**config.mk**
```make
export PLATFORM = sky130hd
export DESIGN_NAME = ram_cmd_arbiter
export DESIGN_NICKNAME = d
export VERILOG_FILES = /design/src/rtl/ram_arb_pkg.sv /design/src/rtl/ram_arb_rr2.sv /design/src/rtl/ram_cmd_arbiter.sv
export SDC_FILE = /design/constraint.sdc
export NUM_CORES = 1
export LEC_CHECK = 0
export BUFFER_PORTS_ARGS = -buffer_cell sky130_fd_sc_hd__clkbuf_2
export CAP_MARGIN = 20
export CORE_ASPECT_RATIO = 0.75
export CORE_MARGIN = 2
export CORE_UTILIZATION = 48
export CTS_BUF_LIST = sky130_fd_sc_hd__clkbuf_4
export CTS_CLUSTER_DIAMETER = 60
export DETAILED_ROUTE_END_ITERATION = 10
export MAX_ROUTING_LAYER = met4
export PLACE_DENSITY = 0.8
export SYNTH_ARGS = -nofsm -noshare
export SYNTH_HDL_FRONTEND = slang
export SYNTH_HIERARCHICAL = 1
export SYNTH_SLANG_ARGS = --single-unit
```
**constraint.sdc**
```tcl
create_clock -name clk -period 2.44 [get_ports clk]
set_clock_uncertainty 0.15 [all_clocks]
set_input_delay 0.122 -clock clk [delete_from_list [all_inputs] [get_ports clk]]
set_output_delay 0.122 -clock clk [all_outputs]
set_load 0.05 [all_outputs]
```
**src/rtl/ram_arb_pkg.sv**
```systemverilog
// Shared opcodes and FSM encoding for the RAM command arbiter.
package ram_arb_pkg;

  localparam logic [1:0] CMD_WR_ADDR = 2'b00;
  localparam logic [1:0] CMD_WR_DATA = 2'b01;
  localparam logic [1:0] CMD_RD_ADDR = 2'b10;
  localparam logic [1:0] CMD_RD_DATA = 2'b11;

  typedef enum logic [1:0] {
    ST_IDLE    = 2'd0,
    ST_CMD2    = 2'd1,
    ST_RD_WAIT = 2'd2,
    ST_RD_CAP  = 2'd3
  } state_e;

endpackage

```
**src/rtl/ram_arb_rr2.sv**
```systemverilog
// Two-way round-robin picker: prio selects the winner only when both requesters are valid.
module ram_arb_rr2 (
  input  logic [1:0] valid_i,
  input  logic       prio_i,
  output logic [1:0] gnt_o
);

  always_comb begin
    gnt_o = valid_i;
    if (valid_i == 2'b11) begin
      gnt_o = prio_i ? 2'b10 : 2'b01;
    end
  end

endmodule

```
**src/rtl/ram_cmd_arbiter.sv**
```systemverilog
// Round-robin arbiter that expands write/read transactions into 10-bit SPI RAM command words.
// Optional address cache (skips repeated address words) enabled by RAM_ARB_ADDR_CACHE_EN.
module ram_cmd_arbiter
  import ram_arb_pkg::*;
#(
  parameter int ADDR_SIZE  = 8,
  parameter int DATA_WIDTH = 8
) (
  input  logic                  clk,
  input  logic                  rst,
  input  logic                  req0_valid,
  output logic                  req0_ready,
  input  logic                  req0_we,
  input  logic [ADDR_SIZE-1:0]  req0_addr,
  input  logic [DATA_WIDTH-1:0] req0_wdata,
  output logic [DATA_WIDTH-1:0] req0_rdata,
  output logic                  req0_rvalid,
  input  logic                  req1_valid,
  output logic                  req1_ready,
  input  logic                  req1_we,
  input  logic [ADDR_SIZE-1:0]  req1_addr,
  input  logic [DATA_WIDTH-1:0] req1_wdata,
  output logic [DATA_WIDTH-1:0] req1_rdata,
  output logic                  req1_rvalid,
  output logic [9:0]            ram_din,
  output logic                  ram_rx_valid,
  input  logic [7:0]            ram_dout,
  input  logic                  ram_tx_valid
);

  state_e                state_q, state_d;
  logic [9:0]            din_q, din_d;
  logic                  rx_q, rx_d;
  logic [DATA_WIDTH-1:0] wdata_q, wdata_d;
  logic                  we_q, we_d;
  logic                  id_q, id_d;
  logic                  prio_q, prio_d;
  logic [DATA_WIDTH-1:0] rdata0_q, rdata0_d, rdata1_q, rdata1_d;
  logic                  rvalid0_q, rvalid0_d, rvalid1_q, rvalid1_d;

  logic [1:0]            gnt;
  logic                  accept;
  logic                  sel_we;
  logic [ADDR_SIZE-1:0]  sel_addr;
  logic [DATA_WIDTH-1:0] sel_wdata;
  logic                  wr_hit, rd_hit;

  ram_arb_rr2 u_rr2 (
    .valid_i ({req1_valid, req0_valid}),
    .prio_i  (prio_q),
    .gnt_o   (gnt)
  );

  assign accept     = (state_q == ST_IDLE) && (gnt != 2'b00) && !rst;
  assign req0_ready = (state_q == ST_IDLE) && gnt[0] && !rst;
  assign req1_ready = (state_q == ST_IDLE) && gnt[1] && !rst;
  assign sel_we     = gnt[1] ? req1_we    : req0_we;
  assign sel_addr   = gnt[1] ? req1_addr  : req0_addr;
  assign sel_wdata  = gnt[1] ? req1_wdata : req0_wdata;

`ifdef RAM_ARB_ADDR_CACHE_EN
  logic [ADDR_SIZE-1:0] wr_addr_q, rd_addr_q;
  logic                 wr_vld_q, rd_vld_q;

  assign wr_hit = wr_vld_q && (wr_addr_q == sel_addr);
  assign rd_hit = rd_vld_q && (rd_addr_q == sel_addr);

  // Track the address most recently sent to the RAM for each direction.
  always_ff @(posedge clk) begin
    if (rst) begin
      wr_vld_q  <= 1'b0;
      rd_vld_q  <= 1'b0;
      wr_addr_q <= '0;
      rd_addr_q <= '0;
    end else if (accept && sel_we && !wr_hit) begin
      wr_vld_q  <= 1'b1;
      wr_addr_q <= sel_addr;
    end else if (accept && !sel_we && !rd_hit) begin
      rd_vld_q  <= 1'b1;
      rd_addr_q <= sel_addr;
    end
  end
`else
  assign wr_hit = 1'b0;
  assign rd_hit = 1'b0;
`endif

  always_comb begin
    state_d   = state_q;
    din_d     = din_q;
    rx_d      = rx_q;
    wdata_d   = wdata_q;
    we_d      = we_q;
    id_d      = id_q;
    prio_d    = prio_q;
    rdata0_d  = rdata0_q;
    rdata1_d  = rdata1_q;
    rvalid0_d = 1'b0;
    rvalid1_d = 1'b0;
    case (state_q)
      ST_IDLE: begin
        rx_d = 1'b0;
        if (accept) begin
          prio_d = gnt[0];
          id_d   = gnt[1];
          we_d   = sel_we;
          rx_d   = 1'b1;
          if (sel_we) begin
            wdata_d = sel_wdata;
            if (wr_hit) begin
              din_d = {CMD_WR_DATA, sel_wdata};
            end else begin
              din_d   = {CMD_WR_ADDR, sel_addr};
              state_d = ST_CMD2;
            end
          end else if (rd_hit) begin
            din_d   = {CMD_RD_DATA, 8'h00};
            state_d = ST_RD_WAIT;
          end else begin
            din_d   = {CMD_RD_ADDR, sel_addr};
            state_d = ST_CMD2;
          end
        end
      end
      ST_CMD2: begin
        if (we_q) begin
          din_d   = {CMD_WR_DATA, wdata_q};
          state_d = ST_IDLE;
        end else begin
          din_d   = {CMD_RD_DATA, 8'h00};
          state_d = ST_RD_WAIT;
        end
      end
      ST_RD_WAIT: begin
        rx_d    = 1'b0;
        state_d = ST_RD_CAP;
      end
      ST_RD_CAP: begin
        if (ram_tx_valid) begin
          if (id_q) begin
            rdata1_d  = ram_dout;
            rvalid1_d = 1'b1;
          end else begin
            rdata0_d  = ram_dout;
            rvalid0_d = 1'b1;
          end
          state_d = ST_IDLE;
        end
      end
      default: state_d = ST_IDLE;
    endcase
  end

  always_ff @(posedge clk) begin
    if (rst) begin
      state_q   <= ST_IDLE;
      din_q     <= '0;
      rx_q      <= 1'b0;
      wdata_q   <= '0;
      we_q      <= 1'b0;
      id_q      <= 1'b0;
      prio_q    <= 1'b0;
      rdata0_q  <= '0;
      rdata1_q  <= '0;
      rvalid0_q <= 1'b0;
      rvalid1_q <= 1'b0;
    end else begin
      state_q   <= state_d;
      din_q     <= din_d;
      rx_q      <= rx_d;
      wdata_q   <= wdata_d;
      we_q      <= we_d;
      id_q      <= id_d;
      prio_q    <= prio_d;
      rdata0_q  <= rdata0_d;
      rdata1_q  <= rdata1_d;
      rvalid0_q <= rvalid0_d;
      rvalid1_q <= rvalid1_d;
    end
  end

  assign ram_din      = din_q;
  assign ram_rx_valid = rx_q;
  assign req0_rdata   = rdata0_q;
  assign req1_rdata   = rdata1_q;
  assign req0_rvalid  = rvalid0_q;
  assign req1_rvalid  = rvalid1_q;

endmodule
```
* Word level (Yosys, flattened, before mapping)
Index checks and enable logic that the tools add are counted.
Storage, ports and cells: register bits 42, bits of input ports 47, output and inout bits 31, logic and storage cells 55
Cells by class: equal/unequal tests 6, muxes and demuxes 17, bitwise logic cells 3, reduce and logical (&&, ||, !) cells 18
Operator list (count):
- 10-bit two-way mux | 3
- 10-bit one-hot mux with 2 select lines | 1
- 8-bit two-way mux | 2
- 2-bit two-way mux | 5
- 3-bit AND reduction | 3
- 2-bit one-hot mux with 4 select lines | 1
- 2-bit == test (second input constant) | 3
- 1-bit logical AND | 6
- 2-bit AND reduction | 3
- 2-bit nonzero test | 3
- 1-bit two-way mux | 4
- 2-bit inequality test (second input constant) | 2
- 1-bit NOT | 3
- 3-bit OR reduction | 1
- 2-bit by 1-bit == test with 1-bit output (second input constant) | 1
- 2-bit logical NOT | 1
- 1-bit one-hot mux with 2 select lines | 1
- 1-bit logical NOT | 1

* Longest topological paths before layout
depth after elaboration 7, mapped depth 7, gate-level depth less buffers 5

* Hierarchy
The synthesis kept the hierarchy.
Modules (own cells, without submodules):
- ram_cmd_arbiter | instances 1, cells each 207, area an instance 1818.0 um^2, sequential area each 840.8 um^2
- ram_arb_rr2 | instances 1, cells each 3, area an instance 18.8 um^2, sequential area each 0.0 um^2

* Worst setup path after synthesis
Ideal clock, no wire load.
path type register to register, start register prio_q, end register prio_q, arrival time 1.577 ns, data required time 2.147 ns, setup slack 0.570 ns, cell stages (with the launch flop) 7, path buffers 2, period minus slack after synthesis 1.870 ns, cells stage by stage dfxtp_1 > inv_1 > a21boi_1 > buf_4 > buf_4 > and2_1 > o21ai_0
Between the ends: word-level cells in the longest chain between the ends 6
RTL lines:
- start: declaration | RTL line ram_cmd_arbiter.sv:37 | logic prio_q, prio_d;
- start signal: assignment | RTL line ram_cmd_arbiter.sv:174 | prio_q <= prio_d;
- 2-bit two-way mux | RTL line ram_arb_rr2.sv:11 | gnt_o = prio_i ? 2'b10 : 2'b01;
- 2-bit two-way mux | RTL line ram_arb_rr2.sv:10 | if (valid_i == 2'b11) begin
- net gnt[1] | RTL line ram_cmd_arbiter.sv:41 | logic [1:0] gnt;
- 2-bit nonzero test | RTL line ram_cmd_arbiter.sv:54 | assign accept = (state_q == ST_IDLE) && (gnt != 2'b00) && !rst;
- 1-bit logical AND (2 in series) | RTL line ram_cmd_arbiter.sv:54
- 2-bit AND reduction (no source line)
The timed path passes the listed nets, and every way through them passes these cells. A chain may end at the register's enable or synchronous reset.

* Final worst setup path
start register prio_q, end register wdata_q[1]
Between the ends: word-level cells in the longest chain between the ends 6
RTL lines:
- 2-bit two-way mux * | RTL line ram_arb_rr2.sv:11
- 2-bit two-way mux * | RTL line ram_arb_rr2.sv:10
- net gnt[1] | RTL line ram_cmd_arbiter.sv:41
- 2-bit nonzero test | RTL line ram_cmd_arbiter.sv:54
- 1-bit logical AND (2 in series) | RTL line ram_cmd_arbiter.sv:54
- 3-bit AND reduction (no source line)
- end signal: assignment | RTL line ram_cmd_arbiter.sv:171 | wdata_q <= wdata_d;
- end: declaration | RTL line ram_cmd_arbiter.sv:34 | logic [DATA_WIDTH-1:0] wdata_q, wdata_d;
Mark *: on every way through the listed nets, which the timed path passes. The rest lies on a longest branch.

==> impl_metrics.env <==
export IMPL_vias_per_cell=5.419
export IMPL_holdWs_ns=0.05266
export IMPL_rsz0062_at_grt="false"
export IMPL_cts_root_buf="clkbuf_4"
export IMPL_place_hpwl_um=3382
export IMPL_ios=78
export IMPL_wl_per_cell_um=15.05
export IMPL_path_class="reg2reg"
export IMPL_cts_sinks=42
export IMPL_cts_max_path_buffers=2
export IMPL_vias=1951
export IMPL_ant_nets=0
export IMPL_grt_max_degree=23
export IMPL_cts_repair_resized=0
export IMPL_finalHoldViolCount=0
export IMPL_yosysSeqAreaShare=0.4578
export IMPL_coreArea_um2=3661
export IMPL_p_int_uw=1081
export IMPL_synth_edff_count=0
export IMPL_drive_above_1_share=0.3247
export IMPL_nFillCells=302
export IMPL_max_slew_worst_pin_slew_ns=0.8651
export IMPL_p_clk_frac=0.173
export IMPL_arrival_ns=2.17
export IMPL_syn_nets=257
export IMPL_cts_tree="done"
export IMPL_die_x_um=75.43
export IMPL_htreeDepth=2
export IMPL_fmax_ghz=0.4779
export IMPL_powerDensity_nw_per_um2=677.0
export IMPL_switching_share=0.3737
export IMPL_gp_congestion=0.8183
export IMPL_multi_input_area_um2=912.1
export IMPL_grt_pass1_vias=1797
export IMPL_area_growth_pct=38.83
export IMPL_totalPowerFinal_uw=1726
export IMPL_port_buffers=77
export IMPL_fin_nets=356
export IMPL_ys_warn_count=6
export IMPL_grt_pass1_wl_um=8349
export IMPL_hp_class="in2reg"
export IMPL_cap_violations=0
export IMPL_initial_core_util=0.5017
export IMPL_ys_flop_type="dfxtp_1"
export IMPL_clkSlewWorstSetupHoldPaths_ns=0.11
export IMPL_wl_um=5418
export IMPL_p_switching_uw=645.1
export IMPL_num_rows=19
export IMPL_critPathLaunchType="flip-flop"
export IMPL_crit_required_ns=2.51
export IMPL_grt_antenna_before_repair=0
export IMPL_fin_util=0.6965
export IMPL_clkLatencyLatePin_ns=0.34
export IMPL_endpoint_kind="flip-flop"
export IMPL_grt_remaining_overflow=0
export IMPL_setup_violations_final=0
export IMPL_run_status="finished, final reports clean"
export IMPL_fin_tns_setup_ns=0
export IMPL_chipHeight_um=57.57
export IMPL_synth_distinct_cells=33
export IMPL_min_period_ns=2.093
export IMPL_post_cts_setup_buffers=0
export IMPL_leakage_uw=0.001088
export IMPL_regArea_um2=840.8
export IMPL_cp_max_fo=16
export IMPL_drt_iter0_drc=203
export IMPL_final_period_utilization=0.8576
export IMPL_synth_seq_cells=42
export IMPL_synth_avg_cell_area_um2=8.746
export IMPL_diodes=0
export IMPL_drcViolationCount=0
export IMPL_cts_buffers=5
export IMPL_ctsHoldBuffers=26
export IMPL_die_area_um2=4343
export IMPL_dr_pass1_iters=4
export IMPL_synth_area_um2=1837
export IMPL_peakVddDrop_v=0.0003675
export IMPL_maxSlewHeadroom=0.4212
export IMPL_netlist_instances=210
export IMPL_timing_final_max_slew_violations=0
export IMPL_p_seq_frac=0.484
export IMPL_async_flop_share=0
export IMPL_gr_usage_all_layers=0.2692
export IMPL_pwr_share_comb=0.343
Yosys cell counts (2+ instances only):
cell       n  area share
o22ai_1   10       0.034
o21ai_1    8       0.022
mux2i_1   17       0.093
nor2_1     4      0.0082
o21ai_0    3      0.0082
nand2_1   54        0.11
a21boi_1   2      0.0082
dfxtp_1   42        0.46
mux2_2     8       0.049
buf_4      3       0.012
a21oi_1   19       0.052
clkbuf_1   7       0.014
buf_2      4       0.011
inv_1      3      0.0061
o311ai_0   8       0.038
power groups by stage:
stage / registers [uW] / clock network, uW / logic [uW]
5_1_grt: 843 / 341 / 632
2_1_floorplan: 965 / 0 / 284
3_5_place_dp: 842 / 0 / 541
4_1_cts: 826 / 304 / 582
3_3_place_gp: 839 / 0 / 530
6_report: 836 / 299 / 591
final timing paths:
kind	from	end	slack, ns	cells past startpoint
hold reg to reg	req0_rdata[6]	req0_rdata[6]	0.31	2
hold / removal	req1_valid	prio_q	0.05	4
setup reg to reg	prio_q	wdata_q[1]	0.35	6
setup / recovery	prio_q	wdata_q[1]	0.35	6
metal layers:
layer	share of wire	vias up	GRT usage
met5	0	-	-
met4	0.032	0	0.1479
met3	0.064	19	0.06714
met2	0.47	88	0.3925
met1	0.44	908	0.3392
li1	-	936	-
worst max-delay path, cell delays in order (launching register included):
cell,delay [ns]
dfxtp_1,0.36
inv_1,0.06
a21boi_2,0.21
buf_4,0.33
mux2i_1,0.21
dlygate4sd3_1,0.58
o21ai_1,0.06
layout make-up:
| cell class | instances | share of cell area |
|---|---|---|
| flip-flops and latches | 42 | 0.3297 |
| multi-input cells | 149 | 0.3577 |
| clock buffers | 5 | 0.01472 |
| repair buffers | 107 | 0.2650 |
| well taps | 52 | 0.02552 |
| inverters | 4 | 0.005888 |
| clock inverters | 1 | 0.001472 |
sequential cells by signal, indices dropped and copies added, names as in the netlist, named ones only:
signal,count
prio_q,1
state_q,1
wdata_q,8
id_q,1
req0_rdata,8
we_q,1
ram_rx_valid,1
req1_rvalid,1
ram_din,10
req0_rvalid,1
req1_rdata,8
stage by stage:
| step | std cells | setup slack, ns | instance area [um^2] |
|---|---|---|---|
| 2_1_floorplan | 210 | 0.5696 | 1837 |
| 3_3_place_gp | 328 | 0.6096 | 2248 |
| 3_5_place_dp | 328 | 0.5233 | 2248 |
| 4_1_cts | 360 | 0.3718 | 2550 |
| 5_1_grt | 360 | 0.1492 | 2550 |
| 6_report | 360 | 0.3474 | 2550 |
cells in the final DEF (no fill, tap or decap):
cell type      synthesis  layout
nor3_1                 1       1
a21boi_1               2       1
a311oi_1               1       1
a31o_2                 1       1
or3_1                  1       1
a21oi_1               19      19
mux2_2                 8       8
clkbuf_4               0       5
o21ai_1                8       8
o21ai_0                3       3
mux2i_1               17      17
nand4b_1               1       1
a221oi_1               1       1
and2_1                 1       1
buf_4                  3       4
nor2_1                 4       4
inv_1                  3       3
nand4_1                1       1
nand2b_1               1       1
and4_1                 1       1
o311ai_0               8       8
or2_2                  1       1
dfxtp_1               42      42
or3_4                  1       1
nand2_1               54      54
dlygate4sd3_1          0      26
o211ai_2               1       1
and4b_1                1       1
clkinv_1               1       2
o31ai_2                1       1
clkbuf_2               0      77
o22ai_1               10      10
a21boi_2               0       1
or2_0                  1       1
cell families after synthesis:
logic type | synth area share
and+or+nand+nor | 0.1628
AOI/OAI and AO/OA | 0.1901
DFF | 0.4578
muxes | 0.1417
buffers and inverters | 0.04768
Power figures use the tool's default switching activity.
